`config.mk`:
```
export PLATFORM = sky130hd
export DESIGN_NAME = mips_cpu_muldiv_seq
export DESIGN_NICKNAME = d
export VERILOG_FILES = /design/src/rtl/mips_cpu_muldiv_seq.sv
export SDC_FILE = /design/constraint.sdc
export NUM_CORES = 1
export LEC_CHECK = 0
export BUFFER_PORTS_ARGS = -buffer_cell sky130_fd_sc_hd__buf_2
export CAP_MARGIN = 15
export CORE_AREA = 3 3 170 172
export CTS_BUF_LIST = sky130_fd_sc_hd__clkbuf_8
export CTS_CLUSTER_SIZE = 12
export DETAILED_ROUTE_END_ITERATION = 8
export DIE_AREA = 0 0 173 175
export GPL_TIMING_DRIVEN = 0
export PLACE_DENSITY_LB_ADDON = 0.05
export SLEW_MARGIN = 15
export SYNTH_ARGS = -nofsm -noshare
export SYNTH_HDL_FRONTEND = slang
export SYNTH_SLANG_ARGS = --single-unit
```
`constraint.sdc`:
```
create_clock -name clk -period 5.3 [get_ports clk]
set_input_delay 0.53 -clock clk [delete_from_list [all_inputs] [get_ports clk]]
set_output_delay 0.53 -clock clk [all_outputs]
set_load 0.01 [all_outputs]
```
`src/rtl/mips_cpu_muldiv_seq.sv`:
```
// Iterative HI/LO unit for the MIPS core: 32-step shift-add multiply and
// restoring divide, plus the MTHI/MTLO/MFHI/MFLO moves.
module mips_cpu_muldiv_seq (
  input  logic        clk,
  input  logic        reset,
  input  logic        start,
  input  logic [2:0]  op,
  input  logic [31:0] a,
  input  logic [31:0] b,
  output logic        busy,
  output logic        done,
  output logic        stall,
  output logic [31:0] hi,
  output logic [31:0] lo,
  output logic [31:0] result
);
  typedef enum logic [1:0] {IDLE, MUL, DIV, FIX} state_t;

  state_t      state_reg;
  logic [31:0] hi_reg, lo_reg;
  logic [31:0] acc_reg;   // running product high half / partial remainder
  logic [31:0] wrk_reg;   // multiplier bits, later product low half / dividend, later quotient
  logic [31:0] opnd_reg;  // multiplicand / divisor magnitude
  logic [5:0]  cnt_reg;
  logic        neg_lo_reg, neg_hi_reg, is_div_reg, done_reg;

  logic        is_signed;
  logic [31:0] a_mag, b_mag;
  logic [32:0] mul_sum, div_shift, div_diff;
  logic [63:0] prod_fix;
  logic [31:0] quo_fix, rem_fix;

  assign is_signed = ~op[0];
  assign a_mag     = (is_signed && a[31]) ? -a : a;
  assign b_mag     = (is_signed && b[31]) ? -b : b;

  assign mul_sum   = {1'b0, acc_reg} + (wrk_reg[0] ? {1'b0, opnd_reg} : 33'd0);
  assign div_shift = {acc_reg, wrk_reg[31]};
  assign div_diff  = div_shift - {1'b0, opnd_reg};

  assign prod_fix  = neg_lo_reg ? -{acc_reg, wrk_reg} : {acc_reg, wrk_reg};
  assign quo_fix   = neg_lo_reg ? -wrk_reg : wrk_reg;
  assign rem_fix   = neg_hi_reg ? -acc_reg : acc_reg;

  always_ff @(posedge clk or negedge reset) begin
    if (!reset) begin
      state_reg  <= IDLE;
      hi_reg     <= 32'd0;
      lo_reg     <= 32'd0;
      acc_reg    <= 32'd0;
      wrk_reg    <= 32'd0;
      opnd_reg   <= 32'd0;
      cnt_reg    <= 6'd0;
      neg_lo_reg <= 1'b0;
      neg_hi_reg <= 1'b0;
      is_div_reg <= 1'b0;
      done_reg   <= 1'b0;
    end else begin
      done_reg <= 1'b0;
      case (state_reg)
        IDLE: begin
          if (start) begin
            case (op)
              3'b000, 3'b001: begin
                acc_reg    <= 32'd0;
                wrk_reg    <= b_mag;
                opnd_reg   <= a_mag;
                cnt_reg    <= 6'd0;
                neg_lo_reg <= is_signed & (a[31] ^ b[31]);
                neg_hi_reg <= 1'b0;
                is_div_reg <= 1'b0;
                state_reg  <= MUL;
              end
              3'b010, 3'b011: begin
                acc_reg    <= 32'd0;
                wrk_reg    <= a_mag;
                opnd_reg   <= b_mag;
                cnt_reg    <= 6'd0;
                // A zero divisor leaves the all-ones quotient uncorrected and the
                // remainder equal to |a|, which re-signs back to a itself.
                neg_lo_reg <= is_signed & (a[31] ^ b[31]) & (b != 32'd0);
                neg_hi_reg <= is_signed & a[31];
                is_div_reg <= 1'b1;
                state_reg  <= DIV;
              end
              3'b100:  hi_reg <= a;
              3'b101:  lo_reg <= a;
              default: ;
            endcase
          end
        end
        MUL: begin
          if (cnt_reg == 6'd32) begin
            state_reg <= FIX;
          end else begin
            acc_reg <= mul_sum[32:1];
            wrk_reg <= {mul_sum[0], wrk_reg[31:1]};
            cnt_reg <= cnt_reg + 6'd1;
          end
        end
        DIV: begin
          if (cnt_reg == 6'd32) begin
            state_reg <= FIX;
          end else begin
            if (!div_diff[32]) begin
              acc_reg <= div_diff[31:0];
              wrk_reg <= {wrk_reg[30:0], 1'b1};
            end else begin
              acc_reg <= div_shift[31:0];
              wrk_reg <= {wrk_reg[30:0], 1'b0};
            end
            cnt_reg <= cnt_reg + 6'd1;
          end
        end
        FIX: begin
          if (is_div_reg) begin
            lo_reg <= quo_fix;
            hi_reg <= rem_fix;
          end else begin
            hi_reg <= prod_fix[63:32];
            lo_reg <= prod_fix[31:0];
          end
          done_reg  <= 1'b1;
          cnt_reg   <= 6'd0;
          state_reg <= IDLE;
        end
        default: state_reg <= IDLE;
      endcase
    end
  end

  assign busy   = (state_reg != IDLE);
  assign done   = done_reg;
  assign stall  = start & busy;
  assign hi     = hi_reg;
  assign lo     = lo_reg;
  assign result = (op == 3'b110) ? hi_reg : (op == 3'b111) ? lo_reg : 32'd0;
endmodule

```
### Word level (Yosys, flattened, before mapping)

Index checks and enable logic that the tools add are counted.

* flip-flop bits (word level): 172
* output and inout port bits: 99
* logic and storage cells: 106
* input bits: 70

* mux-type cells: 41
* bitwise gates (word level): 6
* $add $sub $neg: 8
* equality and inequality tests: 20
* reduce and logical (&&, ||, !) cells: 20

Operators with widths (count)
* 2-to-1 mux 32 bit: 21
* case mux 32 bit (2 select lines): 4
* case mux 32 bit (3 select lines): 2
* negator 32 bit: 4
* 2-to-1 mux 64 bit: 1
* negator 64 bit: 1
* adder 32 x 32 -> 33 bit: 1
* subtractor 33 x 32 -> 33 bit: 1
* nonzero test 32 bit: 1
* 2-to-1 mux 6 bit: 3
* case mux 6 bit (3 select lines): 1
* AND reduction 3 bit: 5
* equality test 3 bit, second input constant: 4
* inequality test 2 bit, second input constant: 5
* AND reduction 5 bit: 2
* adder 6 x 1 -> 6 bit, second input constant: 1
* equality test 3 x 2 -> 1 bit, second input constant: 2
* equality test 6 bit, second input constant: 1
* inequality test 2 x 1 -> 1 bit, second input constant: 3
* case mux 1 bit (2 select lines): 3
* case mux 2 bit (3 select lines): 1
* nonzero test 2 bit: 3
* OR reduction 2 bit: 3
* AND 1 bit: 4
* other kinds (14): 18

### Logic depth before layout (Yosys ltp)

Gate-level depths: netlist (run 1).

* depth after elaboration: 6
* gate-level depth with buffers: 17
* gate-level depth less buffers: 15

### Least setup slack after synthesis (run 1)

No wires, ideal clock.

* kind: register to register
* start: reg wrk_reg[0]
* end: reg acc_reg[30]
* path slack: 1615 ps
* path buffers: 2
* library setup time: 78 ps
* stages on the path, launching flop included: 17
* required time: 5222 ps
* clock period less this slack: 3685 ps
* arrival time: 3607 ps
* path through: dfrtp_1 -> clkbuf_1 -> inv_1 -> clkbuf_1 -> nor2_1 -> ha_1 -> a21o_1 -> a21o_1 -> a21o_1 -> a2111o_1 -> a31oi_1 -> o21ai_1 -> a41o_1 -> a21o_1 -> a41oi_1 -> mux2_2 -> o21ai_1

* longest elaborated chain between the ends: 4

Ends and longest elaborated chain
* start, declared: line 22 `logic [31:0] wrk_reg;`
* start signal, assigned: line 66 `wrk_reg <= b_mag;`
* start signal, assigned: line 76 `wrk_reg <= a_mag;`
* start signal, assigned: line 97 `wrk_reg <= {mul_sum[0], wrk_reg[31:1]};`
* 2-to-1 mux 32 bit: line 37 `assign mul_sum = {1'b0, acc_reg} + (wrk_reg[0] ? {1'b0, opnd_reg} : 33'd0);`
* adder 32 x 32 -> 33 bit: line 37
* 2-to-1 mux 32 bit: line 93 `if (cnt_reg == 6'd32) begin`
* case mux 32 bit (3 select lines): line 60 `case (state_reg)`
* end signal, assigned: line 96 `acc_reg <= mul_sum[32:1];`
* end signal, assigned: line 106 `acc_reg <= div_diff[31:0];`
* end signal, assigned: line 109 `acc_reg <= div_shift[31:0];`
* end, declared: line 21 `logic [31:0] acc_reg;`

Every way passes these cells. The select of a mux whose other input is x is not followed.
A chain may end at the register's enable or synchronous reset.

### Worst setup path in the final report (run 1)

Same ends and word-level chain as after synthesis.

==> summary.md, run 1 <==
Clock-pin slew was measured on the worst setup and hold paths at 0.10 ns. In this run the deepest clock path goes through 2 buffers. At the pin with the least slew margin, the transition time is 0.983 ns. Setup repair after global routing could not meet its margin everywhere. The logs give 0.0295 ns for the clock skew after layout and 2528 for the number of instances in the placed design. The logs give 54.4% for the effective utilization at floorplan and 60.6% for the fraction of the core area covered by cells at the end of the flow. STA classifies the critical path startpoint as a flop. The logs give 2703 for the layout filler cell count and 49300 um for the estimated wirelength of the detail-placed design. The worst IR drop on VDD came out at 387 uV. Across the run, the number of max-cap violations was 0. Based on the critical path, the design can be clocked at up to 196 MHz. The post-cts hold buffer count is 0. The endpoint of the most critical register-to-register path was acc_reg[30]. In this run the number of H-tree levels came out at 4. The total via count after detailed routing came out at 16700. The region available for standard cell placement spans 27600 um^2.

The width of the chip is 173 um, and the final standard cell count with taps included and fillers excluded is 2559. After detailed routing, the average wire length per cell comes to 24.0 um. The worst-case headroom to the max-slew limit was 34.2%. The worst min-delay path class is input port to asynchronous set/reset pin.

The number of antenna violations at the first check in global routing came out at 1. Data arrives at the worst endpoint at 5.50 ns. The floorplan has 61 rows. The setup slack after layout was 0.193 ns; the flop and latch count out of synthesis was 172. Pin placement for this block handled 169 I/O pins. The sequential fraction of the synthesis area came out at 28.6%.

Origin of the critical flop-to-flop path: wrk_reg[0]. The tools report the total number of clock tree sinks as 172. The clock insertion delay at the later pin of the skew report was 0.50 ns; the depth of the most critical reg-to-reg path was 16. The reported leakage power is 0.00753 uW. In this run, synthesis inferred 0 flip-flops with an integrated enable.

The number of input and output port buffers inserted is 166. The overall routing resource usage was 39.6%. The run gives 5 as the number of endpoints with negative hold slack in the final report.

For the maximum number of pins on one net before global-route repair, the log shows 99. The checks that failed: hold timing. Synthesis produced a netlist whose cell count is 1983.

Once detail routing completed, the nets flagged for antenna violations numbered 0. The run gives 2314 as the final net count. The die covers 30300 um^2. The combined flip-flop and latch cell area was 4300 um^2; the proportion of synthesized flip-flops having asynchronous set or reset was 100%. The category of the worst setup path capture point was a flop. With fillers left out, the area of the finished cells amounts to 16700 um^2. After layout, the minimum clock period comes to 5.11 ns. Buffers added to address setup during post-CTS repair amount to 0.

Summed over all layers, the routed wires come to 61400 um. The first global-routing pass estimated 92200 um of wire. The logs give 0 for the leftover overflow at the end of global routing and 0.158 ns for the pre-CTS setup slack. The final clock period utilization by the worst path was 96.4%; the mapped cell area was 15000 um^2. In the synthesized netlist the dominant register cell turns out to be dfrtp_1. For the worst setup slack for register-to-register paths, the log shows 0.19 ns. The unique cell type count in the Yosys netlist is 75, and the layout cell share with drive strength beyond 1 is 10.0%. The category of the critical setup timing path is flop to flop. The tools report the number of antenna repair diodes as 0.

The Yosys step of the flow raised 0 warnings. The tools report the post-synth net total as 2129. Of all nets on the critical path, the largest fanout is 10. The clock tree root driver cell is clkbuf_8. The via count normalized by instance count was 6.52; the initial DRC count was 2297. For the total of endpoints with negative setup slack in the final report, the log shows 0. Number of global-route vias before repair: 15200. For the worst setup path, the data required time is 5.70 ns. The cell area after placement was 16400 um^2. The flow ran to the end, but the final reports show violations. The final number of max-transition violations was 0. The logs give -0.00493 ns for the final worst hold slack and 1.04 for the final weighted congestion in routability-driven placement. CTS buffer count: 17. Summing all multi-input logic gate instances after layout gives 9910 um^2.

TritonCTS built the clock tree. In the routed design, unresolved DRC markers number 0. The area growth from synthesis to layout is 11.4%. Measured along the y axis, the die boundary spans 175 um. The detailed-router iteration count before antenna repair came out at 8. The power density over cell area works out to 663 nW/um^2. The mean instance size in the synthesized netlist works out to 7.58 um^2.
layout make-up:
| type | instances | area share [%] |
|---|---|---|
| Sequential cell | 172 | 25.7 |
| Multi-Input combinational cell | 1599 | 59.2 |
| Clock buffer | 17 | 1.40 |
| Buffer | 129 | 3.00 |
| Tap cell | 378 | 2.83 |
| Inverter | 82 | 1.84 |
| Timing Repair Buffer | 167 | 5.19 |
| Clock inverter | 15 | 0.815 |
logic make-up after synthesis:
logic type	share of synthesized area (%)
AOI/OAI and AO/OA	29.7
muxes	0.675
buffers and inverters	5.41
xor gates and xnor gates	9.62
DFF	28.6
and+or+nand+nor	19.5
adders and majority gates	6.43
where the power goes:
part / total (uW) / internal, uW / switching, uW
logic: 7540 / 2540 / 5000
registers: 2640 / 1900 / 738
clock network: 923 / 344 / 580
total: 11100 / 4780 / 6320
synthesized netlist by cell type (15+ instances only):
cell / instances / area share, %
dfrtp_1: 172 / 29
a221oi_1: 22 / 1.3
nand3_1: 30 / 1.0
o31ai_1: 44 / 2.2
a221o_1: 16 / 1.1
inv_1: 80 / 2.0
o221ai_1: 32 / 1.9
a21oi_1: 235 / 7.8
nand2_1: 242 / 6.0
and2_1: 15 / 0.62
a31oi_1: 17 / 0.71
clkbuf_1: 116 / 2.9
xor2_1: 79 / 4.6
a21o_1: 29 / 1.4
a22oi_1: 18 / 0.90
ha_1: 74 / 6.2
nor4_1: 18 / 0.75
o21ai_0: 171 / 5.7
nor2_1: 195 / 4.9
xnor2_1: 86 / 5.0
nor2b_1: 26 / 1.1
a22o_1: 33 / 1.9
nor3_1: 40 / 1.3
worst max path at each step:
stage          cells after the start        from  slack (ns)           to
3_3_place_gp                      17  wrk_reg[0]        0.27  acc_reg[30]
6_report                          16  wrk_reg[0]        0.19  acc_reg[30]
5_1_grt                           16  wrk_reg[0]       -0.07  acc_reg[30]
3_5_place_dp                      17  wrk_reg[0]        0.16  acc_reg[30]
4_1_cts                           17  wrk_reg[0]        0.16  acc_reg[30]
2_1_floorplan                     16  wrk_reg[0]        1.61  acc_reg[30]
cells in the final DEF, fill, tap and decap left out, types with 10 or more instances in the layout:
| cell type | n |
|---|---|
| nor4_1 | 17 |
| and2_1 | 15 |
| ha_1 | 74 |
| clkbuf_8 | 17 |
| xor2_1 | 79 |
| buf_2 | 167 |
| a22oi_1 | 18 |
| a22o_1 | 33 |
| nand3_1 | 30 |
| and3_1 | 11 |
| a221oi_1 | 22 |
| buf_1 | 10 |
| o21bai_1 | 11 |
| o31ai_1 | 44 |
| or4_1 | 11 |
| o21ai_0 | 171 |
| nor2_1 | 195 |
| xnor2_1 | 86 |
| nand2_1 | 242 |
| a221o_1 | 16 |
| nor2b_1 | 26 |
| o41ai_1 | 12 |
| dfrtp_1 | 172 |
| o221ai_1 | 32 |
| inv_1 | 82 |
| a31oi_1 | 17 |
| a21oi_1 | 235 |
| a21o_1 | 29 |
| clkbuf_1 | 115 |
| nor3_1 | 40 |
| nand2b_1 | 12 |
critical path: stages (launching register included):
cell	delay (ns)
dfrtp_1	0.66
inv_1	0.24
clkbuf_1	0.62
nor2_1	0.11
ha_1	0.30
clkbuf_1	0.18
a21oi_1	0.18
o21ai_0	0.10
a41oi_1	0.24
a31oi_1	0.23
a221oi_1	0.59
o21ai_1	0.30
a41o_1	0.32
a21o_1	0.20
a41oi_1	0.25
mux2_2	0.36
o21ai_1	0.12
stage by stage:
| step | TNS [ns] | total power, uW |
|---|---|---|
| after floorplan | 0 | 7360 |
| after global placement | 0 | 9760 |
| after detailed placement | 0 | 9890 |
| after CTS | 0 | 10800 |
| after global routing | -0.0691 | 11800 |
| final | 0 | 11100 |
timing repair:
item                                   CTS  global route
setup endpoints to repair                0            17
resized for setup                        0             1
endpoints found under the hold margin    0             0
layer usage:
metal,part of all wire [%],vias up,track usage [%],wire (um)
met2,41,1149,57.3,25200
met4,5.7,0,18.9,3480
met5,0,-,0,0
met1,41,7817,56.4,25300
li1,-,7533,-,-
met3,12,187,8.13,7410
Power figures use the tool's default switching activity.
==> run 2, diff against run 1 <==
--- a/config.mk
+++ b/config.mk
@@ -13,7 +13,7 @@
 export DETAILED_ROUTE_END_ITERATION = 8
 export DIE_AREA = 0 0 173 175
 export GPL_TIMING_DRIVEN = 0
-export PLACE_DENSITY_LB_ADDON = 0.05
+export PLACE_DENSITY_LB_ADDON = 0.12
 export SLEW_MARGIN = 15
 export SYNTH_ARGS = -nofsm -noshare
 export SYNTH_HDL_FRONTEND = slang
==> summary.md, run 2 (synthesis results as in run 1) <==
The number of antenna violations at the first check in global routing came out at 1. The tools report the critical path launch point as wrk_reg[0]. VDD sags by at most 294 uV. The area enclosed by the die boundary was 30300 um^2. After clock tree synthesis, the setup repair step added 0 buffers. The analysis attributes to net switching a power of 6360 uW. After detailed routing, no signal wire sits above met4. Origin of the critical flop-to-flop path: wrk_reg[0]. Traced cell by cell, the critical path runs through clkbuf_1 -> inv_1 -> clkbuf_1 -> nor2_1 -> ha_1 -> nor2b_1 -> o31ai_1 -> a21oi_1 -> o31ai_1 -> a21oi_1 -> a21oi_1 -> nand2b_1 -> a21o_1 -> a21boi_0 -> xnor2_1 -> a221o_1. The total via count after detailed routing was 16700. The most common library cell in the layout ignoring fill and taps is nand2_1. The total power of the final layout came out at 11200 uW. For this run the aggregate overflow at the end of global routing stands at 0. The tools report the initial DRC count as 1998. For the count of unresolved DRC violations after routing, the log shows 0. The logs give 0 ns for the sum of negative setup slack and 169 for the count of pins on the block boundary.

The area growth from synthesis to layout is 11.9%. The time the worst path needs with I/O delays and setup was 5.08 ns. Final net count: 2315. Post-cts hold buffer count: 0. The checks that failed: hold timing. Standard-cell row count: 61. The arrival time reported for the critical path endpoint is 5.45 ns. Counting the buffers created by CTS gives 17. The run gives -0.0188 ns as the final worst hold slack. In this run the clock root is driven by a clkbuf_8. The overall routing resource usage was 39.0%; the total met2 wirelength after detailed routing was 24800 um. TritonCTS built the clock tree. At the worst endpoint, the required time is 5.68 ns. The final number of max-transition violations is 0, and the average wire per cell in the routed design is 24.0 um.

The highest fanout seen on the critical path works out to 10. The number of global-route vias before repair is 15100, and the number of H-tree branching levels is 4. STA classifies the critical path endpoint as a flop. The width of the chip came out at 173 um.

Buffers placed on the I/O ports in this run total 166. In the routed layout, each cell is associated on average with a via count of 6.54. The layout cell share with drive strength beyond 1 is 10.2%. The core area came out at 27600 um^2. The clock passes through at most 2 buffers. The max-cap check violation count is 0, and the clock skew after layout is 0.0260 ns. The part of the power in the clock network was 9.4%; the timing-limited maximum frequency was 197 MHz. Routability-driven placement finished with a final weighted congestion of 1.06.

The first-pass GRT wire length was 90900 um; the power density over cell area was 666 nW/um^2. For this configuration, the core starts out at a cell density of 54.4%. Nature of the critical path startpoint: a flop. Among the stages of the critical path, the cell type that occurs most often is a21oi_1. The count of nets left with antenna violations once routing finished came out at 0. The final clock period utilization by the worst path came out at 95.8%. The tools report the total of endpoints with negative setup slack in the final report as 0. Setup repair after global routing left no endpoint under its margin. The first detailed-routing pass took 6 iterations.

The largest incremental delay on the critical path was 0.58 ns; the internal power summed over all cells was 4850 uW. After clock tree synthesis, the clock-pin slew on the worst setup and hold paths is 0.12 ns. The routed design has 61300 um of wire. Entering global routing, the biggest net connects 100 pins.

The reported leakage power is 0.00755 uW. The run finished, with violations left. Number of cells upsized or downsized after cts: 0. The proportion of total power due to net switching came out at 56.8%. The clock net in this run drives a total of 172 sinks. The number of endpoints with negative hold slack in the final report came out at 5. Measured along the y axis, the die boundary spans 175 um. The wire length on met1 is 25300 um, and the measured slew at the worst slew-check pin is 1.04 ns. The HPWL after detailed placement is 48700 um. Leaving out fill and tap cells, the most frequent cells in the layout are nand2_1, a21oi_1, nor2_1. For flop-to-flop paths, the worst setup slack is 0.22 ns. Sequential power share: 23.0%.

The run gives 7730 um as the met3 wire length. Combinational cells account for 67.6% of the total power. Among all stages on the critical path, the largest delay is contributed by clkbuf_1. The worst hold path belongs to the class input port to asynchronous set/reset pin. By startpoint and endpoint, the worst setup path is classified as flop to flop. The later pin in the worst-skew pair is clocked with a latency of 0.50 ns. The worst-case headroom to the max-slew limit is 29.4%.
[run 2: changes by cell type in the layout (fill, tap and decap cells not counted), sizes merged]
cell / before / now
bufinv: 0 / 1
inv: 91 / 89
clkbuf: 132 / 133
diode: 0 / 1
clkinv: 6 / 7
[run 2: path summary, 6_finish.rpt]
path                                 to  cells after the start
setup reg to reg            acc_reg[19]                     16
setup / recovery            acc_reg[19]                     16
hold / removal              acc_reg[27]                      1
min in group clk                 hi[12]                      3
hold reg to reg            opnd_reg[14]                      2
max in group asynchronous  opnd_reg[31]                      2
[run 2: critical path: cells and delay by family (launching register included)]
family	cells	cell delay, ns
DFF	1	0.34
buffers and inverters	3	1.26
AOI/OAI and AO/OA	8	2.40
xor gates and xnor gates	1	0.15
adders and majority gates	1	0.29
and+or+nand+nor	3	0.52
[run 2: metrics by stage]
step	cell area [um^2]	worst slack, ns	cells	hold slack, ns	utilization, %
after floorplan	15000	1.61	1983	0.234	-
after global placement	16300	0.356	2527	0.476	59.1
after detailed placement	16400	0.277	2528	0.486	59.2
after CTS	16800	0.245	2560	0.00239	60.8
after global routing	16800	0.0292	2561	0.0271	60.9
final	16800	0.224	2561	-0.0188	60.9
[run 2: per-layer routing]
metal / track usage, % / vias up
li1: - / 7532
met1: 53.7 / 7867
met2: 56.0 / 1146
met3: 11.2 / 204
met4: 19.3 / 0
met5: 0 / -
[run 2: area by class of cell]
class,instances,area (um^2)
diodes,1,2.50
repair buffers,167,868
inverters,82,308
well taps,378,473
flip-flops and latches,172,4300
clock inverters,15,200
plain buffers,130,505
multi-input cells,1599,9920
fillers,2611,10800
clock buffers,17,234
[run 2: power groups by stage]
stage / sequential (uW) / combinational, uW / clock [uW]
4_1_cts: 2540 / 7310 / 1050
2_1_floorplan: 2450 / 4910 / 0
5_1_grt: 2630 / 8160 / 1100
3_5_place_dp: 2570 / 7280 / 0
6_report: 2580 / 7570 / 1060
3_3_place_gp: 2560 / 7200 / 0
